--- src/rtl/phase_sequencer.sv ---
// phase_sequencer: four-way traffic phase controller.
//
// Serves roads N, E, S and W in turn with GREEN -> YELLOW -> (ALLRED) phases.
// All timers advance only on the one-cycle tick strobe. Each state loads its
// duration T on entry and is left on the tick that sees timer == 1, so a state
// lasts exactly T ticks. Green durations come from TGn/TGe/TGs/TGw, clamped to
// [MIN_GREEN, MAX_GREEN] and sampled only on the cycle the green is entered.
//
// Optional feature macro: ALL_RED_PHASE_EN
//   defined   : YELLOW expiry goes to an ALLRED interval of ALLRED_T ticks.
//   undefined : no ALLRED state; YELLOW expiry goes straight to the next GREEN.
//   In both builds INIT shows all-red for ALLRED_T ticks.
//
// Ports:
//   clk                  single clock, rising edge
//   reset                synchronous, active-low
//   tick                 time-base enable (one cycle per tick)
//   TGn/TGe/TGs/TGw      requested green durations in ticks
//   next_road            road to be served next (0=N 1=E 2=S 3=W)
//   current_road         road currently holding the phase
//   light_n/e/s/w        one-hot {R,Y,G} on bits {2,1,0}
//   remaining            ticks left in the current state (never 0)
//   phase_done           one-cycle pulse on the cycle a GREEN is entered
module phase_sequencer #(
    parameter int unsigned YELLOW_T  = 3,
    parameter int unsigned ALLRED_T  = 1,
    parameter int unsigned MIN_GREEN = 10,
    parameter int unsigned MAX_GREEN = 120
) (
    input  logic       clk,
    input  logic       reset,
    input  logic       tick,
    input  logic [7:0] TGn,
    input  logic [7:0] TGe,
    input  logic [7:0] TGs,
    input  logic [7:0] TGw,
    output logic [1:0] next_road,
    output logic [1:0] current_road,
    output logic [2:0] light_n,
    output logic [2:0] light_e,
    output logic [2:0] light_s,
    output logic [2:0] light_w,
    output logic [7:0] remaining,
    output logic       phase_done
);

    localparam logic [7:0] YellowT  = 8'(YELLOW_T);
    localparam logic [7:0] AllRedT  = 8'(ALLRED_T);
    localparam logic [7:0] MinGreen = 8'(MIN_GREEN);
    localparam logic [7:0] MaxGreen = 8'(MAX_GREEN);

    localparam logic [2:0] LightR = 3'b100;
    localparam logic [2:0] LightY = 3'b010;
    localparam logic [2:0] LightG = 3'b001;

    typedef logic [3:0][2:0] lights_t;
    localparam lights_t AllRed = {LightR, LightR, LightR, LightR};

    typedef enum logic [1:0] {
        StInit,
        StGreen,
        StYellow
`ifdef ALL_RED_PHASE_EN
        , StAllRed
`endif
    } state_e;

    state_e     state_q;
    logic [7:0] timer_q;
    logic [1:0] current_q;
    logic [1:0] next_q;
    lights_t    lights_q;
    logic       phase_done_q;

    logic       expire;
    logic       enter_green;
    logic [7:0] tg_sel;

    // All lights red except the given road, which shows the given colour.
    function automatic lights_t lights_for(input logic [1:0] road, input logic [2:0] color);
        lights_t l;
        l       = AllRed;
        l[road] = color;
        return l;
    endfunction

    function automatic logic [7:0] clamp_green(input logic [7:0] tg);
        if (tg < MinGreen) begin
            return MinGreen;
        end else if (tg > MaxGreen) begin
            return MaxGreen;
        end
        return tg;
    endfunction

    always_comb begin
        case (next_q)
            2'd0:    tg_sel = TGn;
            2'd1:    tg_sel = TGe;
            2'd2:    tg_sel = TGs;
            default: tg_sel = TGw;
        endcase
    end

    always_comb begin
        expire = tick && (timer_q == 8'd1);
`ifdef ALL_RED_PHASE_EN
        enter_green = expire && (state_q == StInit || state_q == StAllRed);
`else
        enter_green = expire && (state_q == StInit || state_q == StYellow);
`endif
    end

    always_ff @(posedge clk) begin
        if (!reset) begin
            state_q      <= StInit;
            timer_q      <= AllRedT;
            current_q    <= 2'd0;
            next_q       <= 2'd0;
            lights_q     <= AllRed;
            phase_done_q <= 1'b0;
        end else begin
            phase_done_q <= 1'b0;
            if (enter_green) begin
                state_q      <= StGreen;
                current_q    <= next_q;
                timer_q      <= clamp_green(tg_sel);
                lights_q     <= lights_for(next_q, LightG);
                phase_done_q <= 1'b1;
            end else if (expire && state_q == StGreen) begin
                state_q  <= StYellow;
                next_q   <= current_q + 2'd1;
                timer_q  <= YellowT;
                lights_q <= lights_for(current_q, LightY);
`ifdef ALL_RED_PHASE_EN
            end else if (expire && state_q == StYellow) begin
                state_q  <= StAllRed;
                timer_q  <= AllRedT;
                lights_q <= AllRed;
`endif
            end else if (tick) begin
                // Timer is never 1 here when tick is high, so it never reaches 0.
                timer_q <= timer_q - 8'd1;
            end
        end
    end

    assign next_road    = next_q;
    assign current_road = current_q;
    assign light_n      = lights_q[0];
    assign light_e      = lights_q[1];
    assign light_s      = lights_q[2];
    assign light_w      = lights_q[3];
    assign remaining    = timer_q;
    assign phase_done   = phase_done_q;

endmodule

--- config.mk ---
export PLATFORM = sky130hd
export DESIGN_NAME = phase_sequencer
export DESIGN_NICKNAME = d
export VERILOG_FILES = /design/src/rtl/phase_sequencer.sv
export SDC_FILE = /design/constraint.sdc
export NUM_CORES = 1
export LEC_CHECK = 0
export BUFFER_PORTS_ARGS = -buffer_cell sky130_fd_sc_hd__buf_4
export CORE_ASPECT_RATIO = 0.6
export CORE_MARGIN = 3
export CORE_UTILIZATION = 52
export DETAILED_ROUTE_END_ITERATION = 8
export PLACE_DENSITY = 0.84
export RECOVER_POWER = 50
export SYNTH_ARGS = -nofsm -noshare
export SYNTH_HDL_FRONTEND = slang
export SYNTH_SLANG_ARGS = --single-unit
--- constraint.sdc ---
create_clock -name clk -period 5.1 [get_ports clk]
set_input_delay 1.53 -clock clk [delete_from_list [all_inputs] [get_ports clk]]
set_output_delay 1.53 -clock clk [all_outputs]
set_load 0.02 [all_outputs]
After elaboration in Yosys (flattened, before gate mapping)
Index checks and enable logic that the tools add are counted.

operators by class
  $lt $le $gt $ge = 6
  equal/unequal tests = 5
  add/sub/neg operators = 2
  reduce and logical (&&, ||, !) cells = 12
  bitwise gates (word level) = 4
  muxes and demuxes = 20

operator list
  kind                 number
  $mux 8               6
  $mux 12              2
  $pmux 8 s3           1
  $demux 3 s2          2
  $eq 8x1->1 const B   1
  $gt 8x7->1 const B   1
  $lt 8x4->1 const B   1
  $not 4->4            2
  $sub 8x1->8 const B  1
  $mux 1               7
  $lt 2x3->1 const B   2
  $mux 3               2
  $logic_and 1x1->1    5
  $eq 2x1->1 const B   2
  $eq 2x2->1 const B   2
  $ge 2x1->1 const B   2
  $logic_not 2->1      2
  $reduce_bool 3->1    1
  $add 2x1->2 const B  1
  $not 1->1            2
  $reduce_and 2->1     1
  $reduce_bool 2->1    1
  $reduce_or 2->1      1
  $logic_or 1x1->1     1

storage, ports and cells
  register bits after elaboration = 27
  logic and storage cells = 63
  bits of input ports = 35

Logic depth before layout (Yosys ltp)
Gate-level depths: netlist of run 1.

  word-level depth = 9
  mapped depth = 7
  depth with buffers taken out = 6

Worst setup path before layout of run 1
Ideal clock, no wire load.

  kind = input to register
  start point = in tick
  end point = reg lights_q (netlist bit light_e[2])
  data arrival time = 2927 ps
  library setup time = 140 ps
  path slack = 2033 ps
  stages = 6
  cells stage by stage = buf_2 or4bb_1 a211o_2 buf_2 a22oi_1 o211ai_1

on the way
  longest elaborated chain between the ends = 3

RTL lines
  item                                          line      text
  from (decl)                                   32        input logic tick,
  $logic_and 1x1->1 *                           106       expire = tick && (timer_q == 8'd1);
  $logic_and 1x1->1, on equally long branches   110, 130
  $mux 12 or $reduce_bool 2->1 (tied branches)  n/a
  to (signal assigned)                          120       lights_q <= AllRed;
  to (signal assigned)                          128       lights_q <= lights_for(next_q, LightG);
  to (signal assigned)                          134       lights_q <= lights_for(current_q, LightY);
  to (decl)                                     72        lights_t lights_q;

Every way passes the cells marked *; elsewhere a longest branch is shown, timed or not.
A chain may end at the register's enable or synchronous reset.

Worst setup path after layout of run 1
  start point = in tick
  end point = reg timer_q[1] (netlist: remaining[1])

on the way
  longest elaborated chain between the ends = 4

RTL lines
  item                  line  text
  $logic_and 1x1->1     106
  $logic_and 1x1->1     130   end else if (expire && state_q == StGreen) begin
  $mux 8                130
  $mux 8                124   if (enter_green) begin
  to (signal assigned)  117   timer_q <= AllRedT;
  to (signal assigned)  127   timer_q <= clamp_green(tg_sel);
  to (signal assigned)  133   timer_q <= YellowT;
  to (decl)             69    logic [7:0] timer_q;

Parallel ways exist; a longest one is shown, timed or not.

==> results of run 1 <==
per-stage QoR:
| step | setup WS (ns) | hold slack [ns] | instances | total power [mW] | area [um^2] |
|---|---|---|---|---|---|
| 6_report | 2.017 | 0.4663 | 259 | 0.8631 | 1956 |
| 5_1_grt | 1.892 | 0.4814 | 259 | 0.9210 | 1956 |
| 4_1_cts | 2.080 | 0.4654 | 259 | 0.8942 | 2047 |
| 3_5_place_dp | 1.939 | 0.4504 | 255 | 0.7750 | 2001 |
| 3_3_place_gp | 2.014 | 0.4452 | 255 | 0.7527 | 2001 |
| 2_1_floorplan | 2.033 | 0.5080 | 168 | 0.6419 | 1570 |
state kept, by name, indices dropped and copies added (netlist names):
register,count
light_n,3
remaining,8
light_s,3
light_w,3
current_road,2
next_road,2
light_e,3
phase_done,1
state_q,2
worst max-delay path: cells and delay by family:
kind / cells / cell delay [ns]
AO/OA/AOI/OAI: 2 / 0.32
buffers and inverters: 1 / 0.28
AND/OR/NAND/NOR: 2 / 1.12
layer usage:
metal | vias to the layer above | share of wire [%]
li1 | 718 | -
met1 | 710 | 42
met2 | 84 | 46
met3 | 12 | 10
met4 | 0 | 2.8
met5 | - | 0
logic make-up (layout without fill, tap and decap cells):
family / Yosys count / in the layout / share of synthesized area (%)
AO/OA/AOI/OAI: 44 / 44 / 18.09
XOR/XNOR: 3 / 3 / 1.674
multiplexers: 12 / 12 / 14.02
adder cells (fa/ha/maj): 6 / 6 / 4.781
buffers and inverters: 18 / 69 / 5.418
flip-flops: 27 / 27 / 34.42
AND/OR/NAND/NOR: 58 / 58 / 21.59
cell usage in the layout, fill, tap and decap left out, types with 3 or more instances in the layout:
master / count
o211ai_1: 4
o21ai_0: 8
or4_1: 3
nand2_1: 19
ha_1: 6
buf_4: 35
a21oi_1: 17
inv_1: 6
mux2i_1: 4
dfxtp_1: 27
clkbuf_1: 24
nor3_1: 4
a22oi_1: 3
nor2_1: 11
mux4_2: 8
clkbuf_8: 3
report_power, final:
| group | total [mW] | switching (mW) | internal [mW] | leakage [nW] |
|---|---|---|---|---|
| combinational | 0.416 | 0.254 | 0.161 | 0.493 |
| clock | 0.122 | 0.0672 | 0.0548 | 0.0255 |
| sequential | 0.325 | 0.0665 | 0.259 | 0.220 |
worst paths after layout:
check | start | endpoint | slack (ns) | cells after the start
hold / removal | light_n[0] | light_n[0] | 0.47 | 2
setup reg to reg | next_road[0] | remaining[0] | 2.57 | 4
setup / recovery | tick | remaining[1] | 2.02 | 5
hold reg to reg | light_n[0] | light_n[0] | 0.47 | 2
area by class of cell:
| class | count | area, um^2 | area share [%] |
|---|---|---|---|
| well taps | 40 | 50.05 | 2.559 |
| multi-input cells | 123 | 943.4 | 48.24 |
| clock inverters | 1 | 5.005 | 0.2559 |
| inverters | 6 | 22.52 | 1.152 |
| flip-flops and latches | 27 | 540.5 | 27.64 |
| repair buffers | 59 | 352.8 | 18.04 |
| clock buffers | 3 | 41.29 | 2.111 |
==> metrics.md, run 1 <==
| Metric | Value |
|---|---|
| Critical path class | input port to flop |
| Leading register cell type out of synthesis | dfxtp_1 |
| Final hold violations | 0 |
| Area grow syn2layout | 24.54% |
| Routed WL | about 4.4 mm |
| CP arrival | 3.25 ns |
| Clock-pin transition on the worst setup and hold timing paths | 0.09 ns |
| Syn Area/Cell | 9.347 um^2 |
| Filler cell count | 233 |
| Synth cell count leaders | dfxtp_1 (27), nand2_1 (19), a21oi_1 (17) |
| Layout cells sized above 1 | 25.57% |
| Vias in the first global route | 1512 |
| Core Util, Final | 72.97% |
| Overall via count from detail_route | 1524 |
| Fmax | roughly 320 MHz |
| Crit-path cells | clkbuf_1 -> or4bb_1 -> or3_1 -> a221oi_2 -> a21oi_1 |
| Max Buffers Root-to-Sink | 2 |
| # rows | 14 |
| Largest net degree at the start of global routing | 18 |
| Number of diodes | 0 |
| Die footprint | 3737 um^2 |
| Initial antenna violation count | 0 |
| Die Ht | approximately 50 um |
| GR Util met2 | between 30% and 40% |
| Post-synth EDFFs | 0 |
| Detailed placement HPWL | approximately 3.4 mm |
| Port bufs | 59 |
| # nets final | 261 |
| Sequential cell area fraction in the yosys report | 34.42% |
| Max capacitance violation total | 0 |
| DRC viols | 0 |
| Worst Max-Slew Pin Slew | 0.8603 ns |
| Post-cts sizing count | 0 |
| FFs w/ async S/R, synth | 0% |
| Ranking of synthesized cells by area | dfxtp_1 (34%), mux4_2 (11%), a21oi_1 (5.4%), ha_1 (4.8%), nand2_1 (4.5%) |
| Drt first pass iters | 4 |
| Clk Latency, worst-skew pair | 0.28 ns |
| # setup viols final | 0 |
| Initial core utilization | 58.59% |
| Hold Crit Class | flop to flop |
| Unrepaired setup endpoints after global routing | false |
| Yosys reg bits | 27 |
| CTS buffer count | 3 |
| Final worst-path cycle share | 60.46% |
| Grt ovf | 0 |
| Grt met1 use | 30.23% |
| Req. time, crit path | 5.27 ns |
| H-tree levels | 1 |
| Leakage power figure | 0.7381 nW |
| VDD IR max | about 160 uV |
| Cell area power density | 441.3 nW/um^2 |
| GPL Wtd Cong | about 0.9 |
| Die X | 76.94 um |
| Post-synth top area cell | dfxtp_1 |
| Crit path capture type | flop |
| Area fraction of the dominant cell type after synthesis | roughly 34% |
| Gr busiest metal | met2 |
| Slew margin rel. | 42.57% |
| Worst Skew | 0.006380 ns |
| Most frequent cell after synthesis | dfxtp_1 |
| TritonCTS clock tree | done |
| Post-CTS Hold Fix Bufs | 0 |
| Post-Syn Area | 1570 um^2 |
| Post-synth cell types | between 40 and 50 |
| CTS Sinks | 27 |
| Top-level I/O count | 60 |
| Routed Antenna Nets | 0 |
| Synth Instances | ~170 |
| Core area | 2680 um^2 |
| Yosys warnings | 0 |
| Status | completed |
| Fin crit period | 3.083 ns |
| All-Layer GR Usage | 24.20% |
| DR WL/cell | 16.82 um |
| Critical Path Source Type | input port |
| Via density | 5.884 |
| Mapped Nets | 209 |
| CTS root buffer | clkbuf_8 |
| CP max FO | 10 |
| First-pass GRT wire length | 7.251 mm |
| DRT iter0 DRCs | 149 |
| Max Slew Vio Count | 0 |
| CP peak stage delay | between 0.5 and 0.6 ns |
| Met3 usage | 6.111% |
| Post-CTS Setup Bufs | 0 |
| Critical Path Slowest Stage Cell | or4bb_1 |
| Setup TNS | 0 ns |
Power figures use the tool's default switching activity.
==> run 2, diff against run 1 <==
--- a/config.mk
+++ b/config.mk
@@ -5,12 +5,13 @@
 export SDC_FILE = /design/constraint.sdc
 export NUM_CORES = 1
 export LEC_CHECK = 0
+export ABC_AREA = 1
 export BUFFER_PORTS_ARGS = -buffer_cell sky130_fd_sc_hd__buf_4
 export CORE_ASPECT_RATIO = 0.6
 export CORE_MARGIN = 3
-export CORE_UTILIZATION = 52
+export CORE_UTILIZATION = 43
 export DETAILED_ROUTE_END_ITERATION = 8
-export PLACE_DENSITY = 0.84
+export PLACE_DENSITY = 0.75
 export RECOVER_POWER = 50
 export SYNTH_ARGS = -nofsm -noshare
 export SYNTH_HDL_FRONTEND = slang
==> constraint.sdc (replaced) <==
create_clock -name clk -period 2.8 [get_ports clk]
set_input_delay 0.84 -clock clk [delete_from_list [all_inputs] [get_ports clk]]
set_output_delay 0.84 -clock clk [all_outputs]
set_load 0.02 [all_outputs]
==> metrics.md, run 2 <==
| Metric | Value |
|---|---|
| Status | completed |
| Routed Antenna Nets | 0 (unchanged) |
| Post-CTS Setup Bufs | 0 (unchanged) |
| Die X | 82.79 um (+7.6%) |
| Clk Latency, worst-skew pair | 0.28 ns (about the same) |
| Via density | 5.117 (-13%) |
| Placed cell areas | 2004 um^2 (+0.19%) |
| Worst Max-Slew Pin Slew | 0.5633 ns (-0.2969 ns) |
| FFs w/ async S/R, synth | 0% (unchanged) |
| Commonest non-fill, non-tap cell in the layout | nand2_1 |
| Fin crit period | 2.039 ns |
| Leakage power figure | 0.8851 nW (+20%) |
| Vias in the first global route | 1493 (-1.3%) |
| Largest net degree at the start of global routing | 17 (-1) |
| Drt first pass iters | 4 (unchanged) |
| All-Layer GR Usage | 20.91% (-3.3 points) |
| Max Slew Vio Count | 0 (unchanged) |
| Cell count after placement | 321 (+26%) |
| First-pass GRT wire length | 6.906 mm (-4.8%) |
| Final hold violations | 0 (unchanged) |
| CTS buffer count | 3 (unchanged) |
| Max capacitance violation total | 0 (unchanged) |
| Post-synth top area cell | dfxtp_1 |
| Number of diodes | 0 (unchanged) |
| Critical Path Slowest Stage Cell | dfxtp_1 |
| CP max FO | 13 (+3) |
| DR WL/cell | 13.44 um (-20%) |
| Synth cell count leaders | nand2_1 (42), nor2_1 (31), dfxtp_1 (27) |
| Most frequent cell after synthesis | nand2_1 |
| Area fraction of the dominant cell type after synthesis | 35.53% (+1.1 points) |
| Crit-path cells | inv_1 -> nor2_1 -> nand2_1 -> nand3_1 -> nand2_1 -> inv_1 -> nand2_1 -> nand2_2 -> clkinv_1 -> nor2_1 -> nand2_1 -> o21ai_1 |
| Top-level I/O count | 60 (unchanged) |
| GPL Wtd Cong | 0.8111 (-10%) |
| H-tree levels | 1 (unchanged) |
| # nets final | 322 (+23%) |
| Non-filler cells, final | 325 (+25%) |
| Die Ht | 52.08 um (+7.2%) |
| DRC viols | 0 (unchanged) |
| Die footprint | 4311 um^2 (+15%) |
| Port bufs | 59 (unchanged) |
| Power consumption | 1.664 mW (+93%) |
| Post-synth EDFFs | 0 (unchanged) |
| Initial core utilization | 45.78% (-13 points) |
| Detailed placement HPWL | 3.510 mm (+4.0%) |
| Mapped Nets | 261 (+25%) |
| Max Buffers Root-to-Sink | 2 (unchanged) |
| Setup TNS | 0 ns (unchanged) |
| Sequential cell area fraction in the yosys report | 35.53% (+1.1 points) |
| Leading register cell type out of synthesis | dfxtp_1 |
| Critical Path Source Type | flop |
| Slew margin rel. | 62.41% (+20 points) |
| Initial antenna violation count | 0 (unchanged) |
| DRT iter0 DRCs | 118 (-21%) |
| Clock-pin transition on the worst setup and hold timing paths | 0.10 ns (about the same) |
| Commonest cells after routing, fill and taps aside | nand2_1 (43), buf_4 (37), nor2_1 (31) |
| CP most frequent cell | nand2_1 |
| Post-Syn Area | 1521 um^2 (-3.1%) |
| Hold Crit Class | flop to flop |
| Post-CTS Hold Fix Bufs | 0 (unchanged) |
| Post-cts sizing count | 0 (unchanged) |
| Overall via count from detail_route | 1663 (+9.1%) |
| Area grow syn2layout | 29.11% |
| # rows | 16 (+2) |
| Unrepaired setup endpoints after global routing | false |
| Ranking of synthesized cells by area | dfxtp_1 (36%), nand2_1 (10%), nor2_1 (7.6%), nand3_1 (6.9%), inv_1 (5.2%) |
| Grt ovf | 0 (unchanged) |
| Buf+Inv Stages, Crit Path | 3 (+2) |
| Worst Skew | 0.002168 ns (-0.004212 ns) |
| Post-synth cell types | 30 (-35%) |
| CTS root buffer | clkbuf_8 |
| Cell area power density | 846.9 nW/um^2 (+92%) |
| Fmax | 490.3 MHz |
| Yosys warnings | 0 (unchanged) |
| Layout cells sized above 1 | 18.93% (-6.6 points) |
| Yosys reg bits | 27 (unchanged) |
| Syn Area/Cell | 6.916 um^2 (-26%) |
| # setup viols final | 0 (unchanged) |
| CP delay by family, top | simple AND/OR/NAND/NOR gates |
| Synth Instances | 220 (+31%) |
| CTS Sinks | 27 (unchanged) |
| Critical path class | flop to flop |
| Core area | 3323 um^2 (+24%) |
| CP arrival | 2.26 ns (-0.99 ns) |
| CP peak stage delay | 0.58 ns (about the same) |
| Final worst-path cycle share | 72.84% |
| Max reg flops | 8 (unchanged) |
| TritonCTS clock tree | done |
| Crit path capture type | flop |
| Design area | 1964 um^2 (+0.45%) |
| VDD IR max | 373.9 uV (+130%) |
| Req. time, crit path | 3.02 ns (-2.25 ns) |
| Routed WL | 4.369 mm (+0.28%) |
run 2: area by class of cell:
class	count	area, um^2
fillers	333	1359
multi-input cells	166	868.3
flip-flops and latches	27	540.5
repair buffers	60	364.1
inverters	23	86.33
well taps	45	56.30
clock buffers	3	41.29
clock inverters	1	7.507
run 2: power by group:
part | switching (mW) | leakage [nW] | internal (mW) | total (mW)
clock | 0.132 | 0.0217 | 0.101 | 0.233
sequential | 0.104 | 0.220 | 0.500 | 0.604
combinational | 0.549 | 0.643 | 0.277 | 0.827
run 2: path summary, 6_finish.rpt:
path | startpoint | endpoint | slack, ns | depth (start not counted)
worst max register to register | next_road[0] | remaining[5] | 0.76 | 12
worst max-delay path | next_road[0] | remaining[5] | 0.76 | 12
worst min register to register | light_w[2] | light_w[2] | 0.48 | 1
worst min-delay path | light_w[2] | light_w[2] | 0.48 | 1
run 2: per-stage QoR:
step	setup slack [ns]	utilization [%]	hold WS, ns
2_1_floorplan	0.9410	-	0.4551
3_3_place_gp	0.5942	60.32	0.4565
3_5_place_dp	0.5771	60.32	0.4524
4_1_cts	0.7866	61.78	0.4757
5_1_grt	0.5234	59.11	0.5180
6_report	0.7606	59.11	0.4757
run 2: per-layer routing:
metal  up-vias  global-route usage (%)  part of all wire (%)
li1        839                       -                     -
met1       742                   31.79                    52
met2        80                   29.26                    39
met3         2                   5.882                   9.2
met4         0                   3.261                  0.43
met5         -                       0                     0
run 2: cell families after synthesis:
family	after synthesis	share of synthesized area [%]
and+or+nand+nor	120	36.18
DFF	27	35.53
buffers and inverters	27	7.236
adders and majority gates	6	4.934
xor gates and xnor gates	4	2.303
AOI/OAI and AO/OA	36	13.82
